**src/rtl/pkt_ingress_wr.sv**
```systemverilog
// Streaming packet ingress: writes each packet into a ring buffer as a
// reserved header slot followed by its data words, via a write master.
// Optional macro INGRESS_DROP_COUNT_EN enables the saturating drop counter.
`timescale 1ns/1ps

module pkt_ingress_wr #(
    parameter logic [31:0] RING_BASE     = 32'h0000_0000,
    parameter int          RING_WORDS    = 4096,
    parameter int          MAX_PKT_WORDS = 512
) (
    input  logic        clk,
    input  logic        reset,
    input  logic        enable,
    input  logic        asi_valid,
    input  logic [31:0] asi_data,
    input  logic        asi_sop,
    input  logic        asi_eop,
    input  logic [1:0]  asi_empty,
    output logic        asi_ready,
    output logic [31:0] avm_address,
    output logic [31:0] avm_writedata,
    output logic        avm_write,
    input  logic        avm_waitrequest,
    input  logic [31:0] rd_ptr,
    output logic [31:0] pkt_begin,
    output logic [31:0] pkt_end,
    output logic        pkt_done,
    output logic [15:0] drop_count
);

    localparam int          AW       = $clog2(RING_WORDS);
    localparam int          CW       = $clog2(MAX_PKT_WORDS + 1);
    localparam logic [31:0] IDX_MASK = 32'(RING_WORDS - 1);

    localparam logic [2:0] S_IDLE    = 3'd0;
    localparam logic [2:0] S_DATA    = 3'd1;
    localparam logic [2:0] S_DISCARD = 3'd2;
    localparam logic [2:0] S_HDR     = 3'd3;
    localparam logic [2:0] S_DROP    = 3'd4;

    logic [2:0]    r_state;
    logic [AW-1:0] r_wptr;
    logic [CW-1:0] r_count;
    logic          r_trunc;
    logic [1:0]    r_empty;
    logic          r_hdr_sent;
    logic [31:0]   r_addr;
    logic [31:0]   r_wdata;
    logic          r_write;
    logic [31:0]   r_pkt_begin;
    logic [31:0]   r_pkt_end;
    logic          r_pkt_done;

    logic [31:0]   w_used;
    logic [31:0]   w_free;
    logic          w_room;
    logic          w_wr_done;
    logic          w_wr_free;
    logic          w_ready_state;
    logic          w_beat;
    logic          w_last_beat;
    logic [31:0]   w_data_addr;
    logic [31:0]   w_hdr_addr;
    logic [31:0]   w_last_addr;
    logic [31:0]   w_hdr_word;

    function automatic logic [31:0] f_addr(input logic [31:0] idx);
        return RING_BASE + ((idx & IDX_MASK) << 2);
    endfunction

    // Occupancy is measured from the header slot, so a reserved but
    // unfinished packet is never considered free space.
    assign w_used    = (32'(r_wptr) - rd_ptr) & IDX_MASK;
    assign w_free    = 32'(RING_WORDS - 1) - w_used;
    assign w_room    = (w_free >= 32'(MAX_PKT_WORDS + 1));

    assign w_wr_done = r_write & ~avm_waitrequest;
    assign w_wr_free = ~r_write | ~avm_waitrequest;

    always_comb begin
        w_ready_state = 1'b0;
        case (r_state)
            S_IDLE, S_DISCARD, S_DROP: w_ready_state = 1'b1;
            S_DATA:                    w_ready_state = w_wr_free;
            default:                   w_ready_state = 1'b0;
        endcase
    end

    assign asi_ready   = w_ready_state & ~reset;
    assign w_beat      = asi_valid & asi_ready;
    assign w_last_beat = (32'(r_count) + 32'd1 == 32'(MAX_PKT_WORDS));

    assign w_data_addr = f_addr(32'(r_wptr) + 32'd1 + 32'(r_count));
    assign w_hdr_addr  = f_addr(32'(r_wptr));
    assign w_last_addr = f_addr(32'(r_wptr) + 32'(r_count));
    // asi_empty only applies when the packet really ended on its eop beat.
    assign w_hdr_word  = {r_trunc, 15'b0,
                          16'((32'(r_count) << 2) - (r_trunc ? 32'd0 : {30'd0, r_empty}))};

    always_ff @(posedge clk) begin
        if (reset) begin
            r_state     <= S_IDLE;
            r_wptr      <= '0;
            r_count     <= '0;
            r_trunc     <= 1'b0;
            r_empty     <= 2'b0;
            r_hdr_sent  <= 1'b0;
            r_addr      <= 32'd0;
            r_wdata     <= 32'd0;
            r_write     <= 1'b0;
            r_pkt_begin <= 32'd0;
            r_pkt_end   <= 32'd0;
            r_pkt_done  <= 1'b0;
        end else begin
            r_pkt_done <= 1'b0;
            if (w_wr_done) begin
                r_write <= 1'b0;
            end
            case (r_state)
                S_IDLE: begin
                    if (w_beat && asi_sop) begin
                        if (enable && w_room) begin
                            r_addr     <= f_addr(32'(r_wptr) + 32'd1);
                            r_wdata    <= asi_data;
                            r_write    <= 1'b1;
                            r_count    <= CW'(1);
                            r_trunc    <= 1'b0;
                            r_hdr_sent <= 1'b0;
                            if (asi_eop) begin
                                r_empty <= asi_empty;
                                r_state <= S_HDR;
                            end else if (MAX_PKT_WORDS == 1) begin
                                r_trunc <= 1'b1;
                                r_state <= S_DISCARD;
                            end else begin
                                r_state <= S_DATA;
                            end
                        end else begin
                            r_state <= asi_eop ? S_IDLE : S_DROP;
                        end
                    end
                end
                S_DATA: begin
                    if (w_beat) begin
                        r_addr  <= w_data_addr;
                        r_wdata <= asi_data;
                        r_write <= 1'b1;
                        r_count <= CW'(32'(r_count) + 32'd1);
                        if (asi_eop) begin
                            r_empty <= asi_empty;
                            r_state <= S_HDR;
                        end else if (w_last_beat) begin
                            r_trunc <= 1'b1;
                            r_state <= S_DISCARD;
                        end
                    end
                end
                S_DISCARD: begin
                    if (w_beat && asi_eop) begin
                        r_state <= S_HDR;
                    end
                end
                S_HDR: begin
                    // The header goes out only once the last data write has
                    // cleared, so the slot is always filled after its data.
                    if (!r_hdr_sent && w_wr_free) begin
                        r_addr     <= w_hdr_addr;
                        r_wdata    <= w_hdr_word;
                        r_write    <= 1'b1;
                        r_hdr_sent <= 1'b1;
                    end else if (r_hdr_sent && w_wr_done) begin
                        r_pkt_begin <= w_hdr_addr;
                        r_pkt_end   <= w_last_addr;
                        r_pkt_done  <= 1'b1;
                        r_wptr      <= AW'((32'(r_wptr) + 32'(r_count) + 32'd1) & IDX_MASK);
                        r_state     <= S_IDLE;
                    end
                end
                S_DROP: begin
                    if (w_beat && asi_eop) begin
                        r_state <= S_IDLE;
                    end
                end
                default: r_state <= S_IDLE;
            endcase
        end
    end

`ifdef INGRESS_DROP_COUNT_EN
    logic        w_drop;
    logic [15:0] r_drop_count;

    assign w_drop = (r_state == S_IDLE) && w_beat && asi_sop && !(enable && w_room);

    always_ff @(posedge clk) begin
        if (reset) begin
            r_drop_count <= 16'd0;
        end else if (w_drop && (r_drop_count != 16'hFFFF)) begin
            r_drop_count <= r_drop_count + 16'd1;
        end
    end

    assign drop_count = r_drop_count;
`else
    assign drop_count = 16'd0;
`endif

    assign avm_address   = r_addr;
    assign avm_writedata = r_wdata;
    assign avm_write     = r_write;
    assign pkt_begin     = r_pkt_begin;
    assign pkt_end       = r_pkt_end;
    assign pkt_done      = r_pkt_done;

endmodule

```
**config.mk**
```make
export PLATFORM = sky130hd
export DESIGN_NAME = pkt_ingress_wr
export DESIGN_NICKNAME = d
export VERILOG_FILES = /design/src/rtl/pkt_ingress_wr.sv
export SDC_FILE = /design/constraint.sdc
export NUM_CORES = 1
export LEC_CHECK = 0
export CAP_MARGIN = 15
export CORE_MARGIN = 1.5
export CORE_UTILIZATION = 51
export DETAILED_ROUTE_END_ITERATION = 8
export GPL_TIMING_DRIVEN = 0
export PLACE_DENSITY = 0.88
export SYNTH_ARGS = -nofsm -noshare
export SYNTH_HDL_FRONTEND = slang
export SYNTH_SLANG_ARGS = --single-unit
```
**constraint.sdc**
```tcl
create_clock -name clk -period 5 [get_ports clk]
set_input_delay 1 -clock clk [delete_from_list [all_inputs] [get_ports clk]]
set_output_delay 1 -clock clk [all_outputs]
set_load 0.05 [all_outputs]
```
==> results by group, run 1 <==
Outcome
  – Outcome: completed

Floorplan
  – Die ar.: 14310 µm²
  – Die width: 119.6 µm
  – Rows: 42
  – Core Box Area: 13240 µm²
  – Boundary Pins: 220
  – Initial Utilization: 0.5238
  – Die height: 119.6 µm

Worst setup path
  – Worst path max stage delay: 0.49 ns
  – Cells along the critical path: clkdlybuf4s50_1, ha_1, inv_1, fa_1, a211oi_1, o21a_1, o21a_1, o311ai_0, o32a_1, a21boi_4, a22o_1, buf_4, buf_2, nand3_1, a21oi_1
  – Worst path bufs/invs: 4
  – Crit-path slowest cell: clkdlybuf4s50_1
  – Worst Setup End Kind: flip-flop
  – Maximum fanout along the worst path: 10
  – Critical Path RT: 5.29 ns
  – CP delay by family, top: compound AO/OA/AOI/OAI gates
  – Most used cell, CP: o21a_1
  – Critical path startpoint category: input port
  – R2r setup slk: 1.25 ns
  – CP Class: input port to flip-flop
  – WP data arrival: 4.55 ns

Clock network
  – Root Buffer Master: clkbuf_16
  – CTS tree: yes
  – CTS H-tree lvls: 3
  – Hold-fix buffers at CTS: 0
  – Clk_lat worst skew: 0.36 ns
  – CTS Buf Count: 9
  – CTS Sinks: 99
  – Clk pin slew, worst setup/hold paths: 0.07 ns
  – Post-CTS sizing: 0
  – Setup bufs post-CTS: 0
  – Clock buffer depth: 2

Layout
  – Reg area: 1982 µm²
  – Post-layout util: 0.6751
  – Nets: 1233
  – Ant. Diodes: 0
  – Multi-input logic area: 4317 µm²
  – Fillers: 1108
  – Area growth syn-to-layout: 28.88%
  – Layout cells sized above 1: 0.1031
  – Final instance area: 8940 µm²

STA
  – Fin. Hold Viols: 0
  – Achievable frequency: 0.2347 GHz
  – Final hold slack: 0.4522 ns
  – Worst slew pin tran: 0.6761 ns
  – Clock skew: 0.007923 ns
  – Final total negative setup slack: 0 ns
  – Relative slew slack: 0.5493
  – Fin. max-slew vios: 0
  – Minimum clock period: 4.261 ns
  – Final period util: 0.8522
  – RSZ-0062 raised after global routing: no
  – Final setup vio count: 0

Power
  – Seq pwr share: 0.422
  – Clock group share of total power: 0.349
  – Switch share: 0.3231
  – NetSw: 622.3 µW
  – Leakage: 0.003602 µW
  – Combinational power share: 0.228
  – Power Internal: 1304 µW
  – Maximum vdd drop: 0.0001672 V
  – Tot Pwr: 1926 µW
  – Pwr/cell area: 215.4 nW/µm²

Synth
  – XOR/XNOR share of the synthesized area: 0.06061
  – Simple-gate share of the synthesized area: 0.2091
  – Synthesized area: 6937 µm²
  – Synth top area share: 0.2857
  – Top_reg_cell synth: dfxtp_1
  – Complex-gate fraction of the synthesized area: 0.2318
  – Synth Warn #: 0
  – FFs w/ async S/R, synth: 0
  – Cell taking the most area after synthesis: dfxtp_1
  – Most numerous cell in the Yosys netlist: nand2_1
  – Post-synth EDFFs: 0
  – Flops & latches, synth: 99
  – Synth top area cells: dfxtp_1 29%, buf_4 8.5%, a21oi_1 7.3%
  – Seq/Total Area, Yosys: 0.2857
  – Post-Synth Adder-Cell Area: 0.07540
  – Mean Syn Cell Area: 7.606 µm²
  – Netlist cell types: 71
  – Most frequent cells after synthesis: 128 x nand2_1, 101 x a21oi_1, 99 x dfxtp_1
  – Largest family of logic cells by synthesized area: compound AO/OA/AOI/OAI gates
  – Mux share of post-synthesis cell area: 0.004329
  – Cells after Synth: 912

Placement
  – Post-DP Area: 8660 µm²
  – Final GP Congestion: 0.9618
  – Dpl hpwl: 15200 µm
  – IO Port Bufs: 122

Routing
  – Antenna-violating nets left: 0
  – WL final: 19970 µm
  – First-pass DRT Iterations: 5
  – Via count: 7157
  – DRC viols: 0
  – Wire per inst: 15.35 µm
  – Initial DRC Count: 442
  – Vias/cell: 5.501

Global routing
  – Pin count of the biggest net entering global routing: 17
  – First-pass GRT wire length: 31640 µm
  – Vias in the first global route: 6500
  – Initial antenna violation count: 0
  – GR Overflow Total: 0
  – GRT Total Usage: 0.2732

Run
  – Max Cap Viol: 0

Worst hold path
  – HP Class: flip-flop to flip-flop
## path summary, 6_finish.rpt
path                     start           endpoint  depth (start not counted)
min reg2reg  avm_writedata[20]  avm_writedata[20]                          2
max                  rd_ptr[0]  avm_writedata[29]                         15
max reg2reg          r_wptr[0]  avm_writedata[29]                         15
min          avm_writedata[20]  avm_writedata[20]                          2
## metal layers
metal,GRT usage,share of wire,routed length [µm],up-vias
met3,0.06511,0.083,1652,53
met4,0.09598,0.028,564,0
met1,0.3421,0.40,8085,3338
met5,0,0,0,-
li1,-,-,-,3453
met2,0.4591,0.48,9668,313
## worst min-delay path: cells and delay by family (launching register included)
family | cells | cell delay [ns]
simple gates | 1 | 0.05
compound gates | 1 | 0.05
flops | 1 | 0.31
## metrics by stage
| stage | instances | setup slack [ns] |
|---|---|---|
| after floorplan | 987 | 1.308 |
| after global placement | 1285 | 0.4948 |
| after detailed placement | 1285 | 0.4449 |
| after CTS | 1301 | 0.7933 |
| after global routing | 1301 | 0.5368 |
| final | 1301 | 0.7392 |
## area by class of cell
class                           count  area share
Buffer                            130     0.08943
Timing Repair Buffer              122      0.1366
Multi-Input combinational cell    726      0.4829
Clock inverter                      5    0.004199
Sequential cell                    99      0.2217
Inverter                           32     0.01344
Tap cell                          176     0.02463
Clock buffer                       11     0.02715
## power groups by stage
stage          Combinational, µW  Sequential, µW  Clock, µW
3_3_place_gp                 430             831          0
6_report                     440             814        672
2_1_floorplan                285             874          0
4_1_cts                      435             813        674
5_1_grt                      464             815        713
3_5_place_dp                 433             831          0
## state kept, by name, indices dropped and copies added, names as in the netlist
signal	flops
avm_address	12
avm_write	1
avm_writedata	32
pkt_begin	12
pkt_done	1
pkt_end	12
r_count	10
r_empty	2
r_hdr_sent	1
r_state	3
r_trunc	1
r_wptr	12
## kinds of logic (layout without fill, tap and decap cells)
| family | count (synthesis) | after routing |
|---|---|---|
| DFF | 99 | 99 |
| AOI/OAI and AO/OA | 249 | 249 |
| xor gates and xnor gates | 48 | 48 |
| other | 1 | 76 |
| buffers and inverters | 162 | 300 |
| adders and majority gates | 40 | 40 |
| and+or+nand+nor | 310 | 310 |
| muxes | 3 | 3 |
## placed cells by master (no fill, tap or decap), drive strengths merged, types with 7 or more instances in the layout
| master | instances |
|---|---|
| nand2 | 128 |
| clkdlybuf4s50 | 122 |
| a21oi | 102 |
| dfxtp | 99 |
| buf | 88 |
| conb | 76 |
| nor2 | 55 |
| clkbuf | 53 |
| o21ai | 41 |
| ha | 37 |
| nand3 | 35 |
| inv | 33 |
| xnor2 | 29 |
| a211oi | 22 |
| nor3 | 20 |
| xor2 | 19 |
| o211ai | 16 |
| nand2b | 12 |
| and3 | 11 |
| or3 | 9 |
| o21bai | 8 |
| a21o | 7 |
| o21a | 7 |
No activity file was read; power rests on OpenSTA's default activity.
==> run 2, diff against run 1 <==
--- a/config.mk
+++ b/config.mk
@@ -7,10 +7,11 @@
 export LEC_CHECK = 0
 export CAP_MARGIN = 15
 export CORE_MARGIN = 1.5
-export CORE_UTILIZATION = 51
+export CORE_UTILIZATION = 65
 export DETAILED_ROUTE_END_ITERATION = 8
+export DONT_BUFFER_PORTS = 1
 export GPL_TIMING_DRIVEN = 0
-export PLACE_DENSITY = 0.88
+export PLACE_DENSITY = 0.81
 export SYNTH_ARGS = -nofsm -noshare
 export SYNTH_HDL_FRONTEND = slang
 export SYNTH_SLANG_ARGS = --single-unit
==> results by group, run 2 (synthesis gave the netlist of run 1 again) <==
Outcome
  – Outcome: completed

STA
  – Relative slew slack: 0.5048 (-0.04441)
  – Minimum clock period: 3.775 ns (-0.4856 ns)
  – Final hold slack: 0.4997 ns (+0.04755 ns)
  – Fin. max-slew vios: 0 (unchanged)
  – Final total negative setup slack: 0 ns (unchanged)
  – Achievable frequency: 0.2649 GHz (+13%)
  – Final period util: 0.7550 (-0.09712)
  – Final setup vio count: 0 (unchanged)
  – Fin. Hold Viols: 0 (unchanged)
  – Final worst setup slack: 1.225 ns (+0.4856 ns)
  – Clock skew: 0.01142 ns (+0.003498 ns)
  – RSZ-0062 raised after global routing: no
  – Worst slew pin tran: 0.7324 ns (+0.05630 ns)

Placement
  – Final GP Congestion: 0.9675 (+0.59%)
  – Placed cells: 1123 (-13%)
  – Placement Setup Slack: 0.9559 ns (+0.5111 ns)
  – IO Port Bufs: 0 (-100%)
  – Dpl hpwl: 14180 µm (-6.7%)

Layout
  – Reg area: 1982 µm² (unchanged)
  – Fillers: 887 (-20%)
  – Area growth syn-to-layout: 9.109%
  – Commonest non-fill, non-tap cell in the layout: nand2_1
  – Post-Layout Cell Count: 1141 (-12%)
  – Nets: 1113 (-9.7%)
  – Layout cells sized above 1: 0.1164 (+0.01331)
  – Multi-input logic area: 4317 µm² (unchanged)
  – Ant. Diodes: 0 (unchanged)
  – Max reg flops: 32 (unchanged)
  – Commonest non-fill, non-tap cells in the layout: 128 x nand2_1, 101 x a21oi_1, 99 x dfxtp_1, 80 x buf_4, 76 x conb_1

Power
  – Maximum vdd drop: 0.0001642 V (-1.8%)
  – Tot Pwr: 1663 µW (-14%)
  – Leakage: 0.003113 µW (-14%)
  – Pwr/cell area: 219.8 nW/µm² (+2.0%)

Global routing
  – GR Overflow Total: 0 (unchanged)
  – First-pass GRT wire length: 28860 µm (-8.8%)
  – Initial antenna violation count: 0 (unchanged)
  – GRT Total Usage: 0.3269 (+0.05373)
  – Vias in the first global route: 5804 (-11%)
  – Pin count of the biggest net entering global routing: 17 (unchanged)

Routing
  – Antenna-violating nets left: 0 (unchanged)
  – First-pass DRT Iterations: 7 (+2)
  – Via count: 6561 (-8.3%)
  – Met2 WL: 8453 µm (-13%)
  – Vias/cell: 5.750 (+4.5%)
  – DRC viols: 0 (unchanged)
  – Routed met3 length: 2059 µm (+25%)
  – Initial DRC Count: 470 (+6.3%)
  – DR top layer: met4
  – Met1 WL: 7638 µm (-5.5%)
  – WL final: 18650 µm (-6.6%)
  – Wire per inst: 16.35 µm (+6.5%)

Floorplan
  – Die ar.: 11300 µm² (-21%)
  – Core Box Area: 10320 µm² (-22%)
  – Initial Utilization: 0.6719 (+0.1481)
  – Die width: 106.3 µm (-11%)
  – Die height: 106.3 µm (-11%)
  – Boundary Pins: 220 (unchanged)
  – Rows: 37 (-12%)

Worst setup path
  – CP Class: flip-flop to flip-flop
  – WP data arrival: 4.02 ns (-0.53 ns)
  – Maximum fanout along the worst path: 10 (unchanged)
  – Critical path startpoint category: flip-flop
  – Worst Setup End Kind: flip-flop
  – Critical Path RT: 5.25 ns (-0.04 ns)

Clock network
  – CTS Sinks: 99 (unchanged)
  – CTS H-tree lvls: 3 (unchanged)
  – Setup bufs post-CTS: 0 (unchanged)
  – Hold-fix buffers at CTS: 0 (unchanged)
  – CTS Buf Count: 9 (unchanged)
  – Root Buffer Master: clkbuf_8
  – Clk_lat worst skew: 0.39 ns (+0.03 ns)
  – CTS tree: yes
  – Clk pin slew, worst setup/hold paths: 0.09 ns (+0.02 ns)
  – Post-CTS sizing: 0 (unchanged)
  – Clock buffer depth: 2 (unchanged)

Worst hold path
  – HP Class: flip-flop to flip-flop

Run
  – Max Cap Viol: 0 (unchanged)
[run 2: cell types whose count changed in the layout (fill, tap and decap cells not counted), sizes merged]
cell	previous run	this run
clkdlybuf4s50	122	0
clkinvlp	2	3
buf	88	89
[run 2: area by class of cell]
| type | count | area share |
|---|---|---|
| multi-input cells | 726 | 0.5703 |
| flip-flops and latches | 99 | 0.2619 |
| plain buffers | 130 | 0.1056 |
| clock buffers | 10 | 0.01686 |
| repair buffers | 2 | 0.001488 |
| well taps | 136 | 0.02248 |
| inverters | 32 | 0.01587 |
| clock inverters | 6 | 0.005455 |
[run 2: path summary, 6_finish.rpt]
kind                            startpoint              to  cells after the start  slack [ns]
worst min-delay path            r_hdr_sent      r_hdr_sent                      2        0.50
worst max register to register   r_wptr[0]  avm_address[5]                     15        1.22
worst min register to register  r_hdr_sent      r_hdr_sent                      2        0.50
worst max-delay path             r_wptr[0]  avm_address[5]                     15        1.22
[run 2: routing by layer]
metal | global-route usage | vias to the layer above
li1 | - | 3227
met4 | 0.1342 | 0
met5 | 0 | -
met2 | 0.5230 | 334
met1 | 0.4168 | 2951
met3 | 0.08645 | 49
[run 2: worst max-delay path: stages (launching register included)]
cell       delay (ns)
dfxtp_1          0.42
inv_1            0.23
ha_1             0.18
inv_1            0.05
fa_1             0.40
a211oi_1         0.35
nor2_1           0.11
xnor2_1          0.15
a2111o_1         0.44
o32ai_4          0.34
a21boi_4         0.15
a22o_1           0.22
buf_4            0.17
buf_4            0.19
o2111ai_1        0.13
a21oi_1          0.11
[run 2: through the flow]
step,instance area [µm²],util
after floorplan,7218,-
after global placement,7388,0.7157
after detailed placement,7388,0.7157
after CTS,7557,0.7320
after global routing,7569,0.7331
final,7569,0.7331
[run 2: power by group]
part,internal [µW],switching [µW],leakage (µW)
Combinational,92.9,235,0.00223
Clock,181,295,0.0000787
Sequential,803,56.4,0.000799
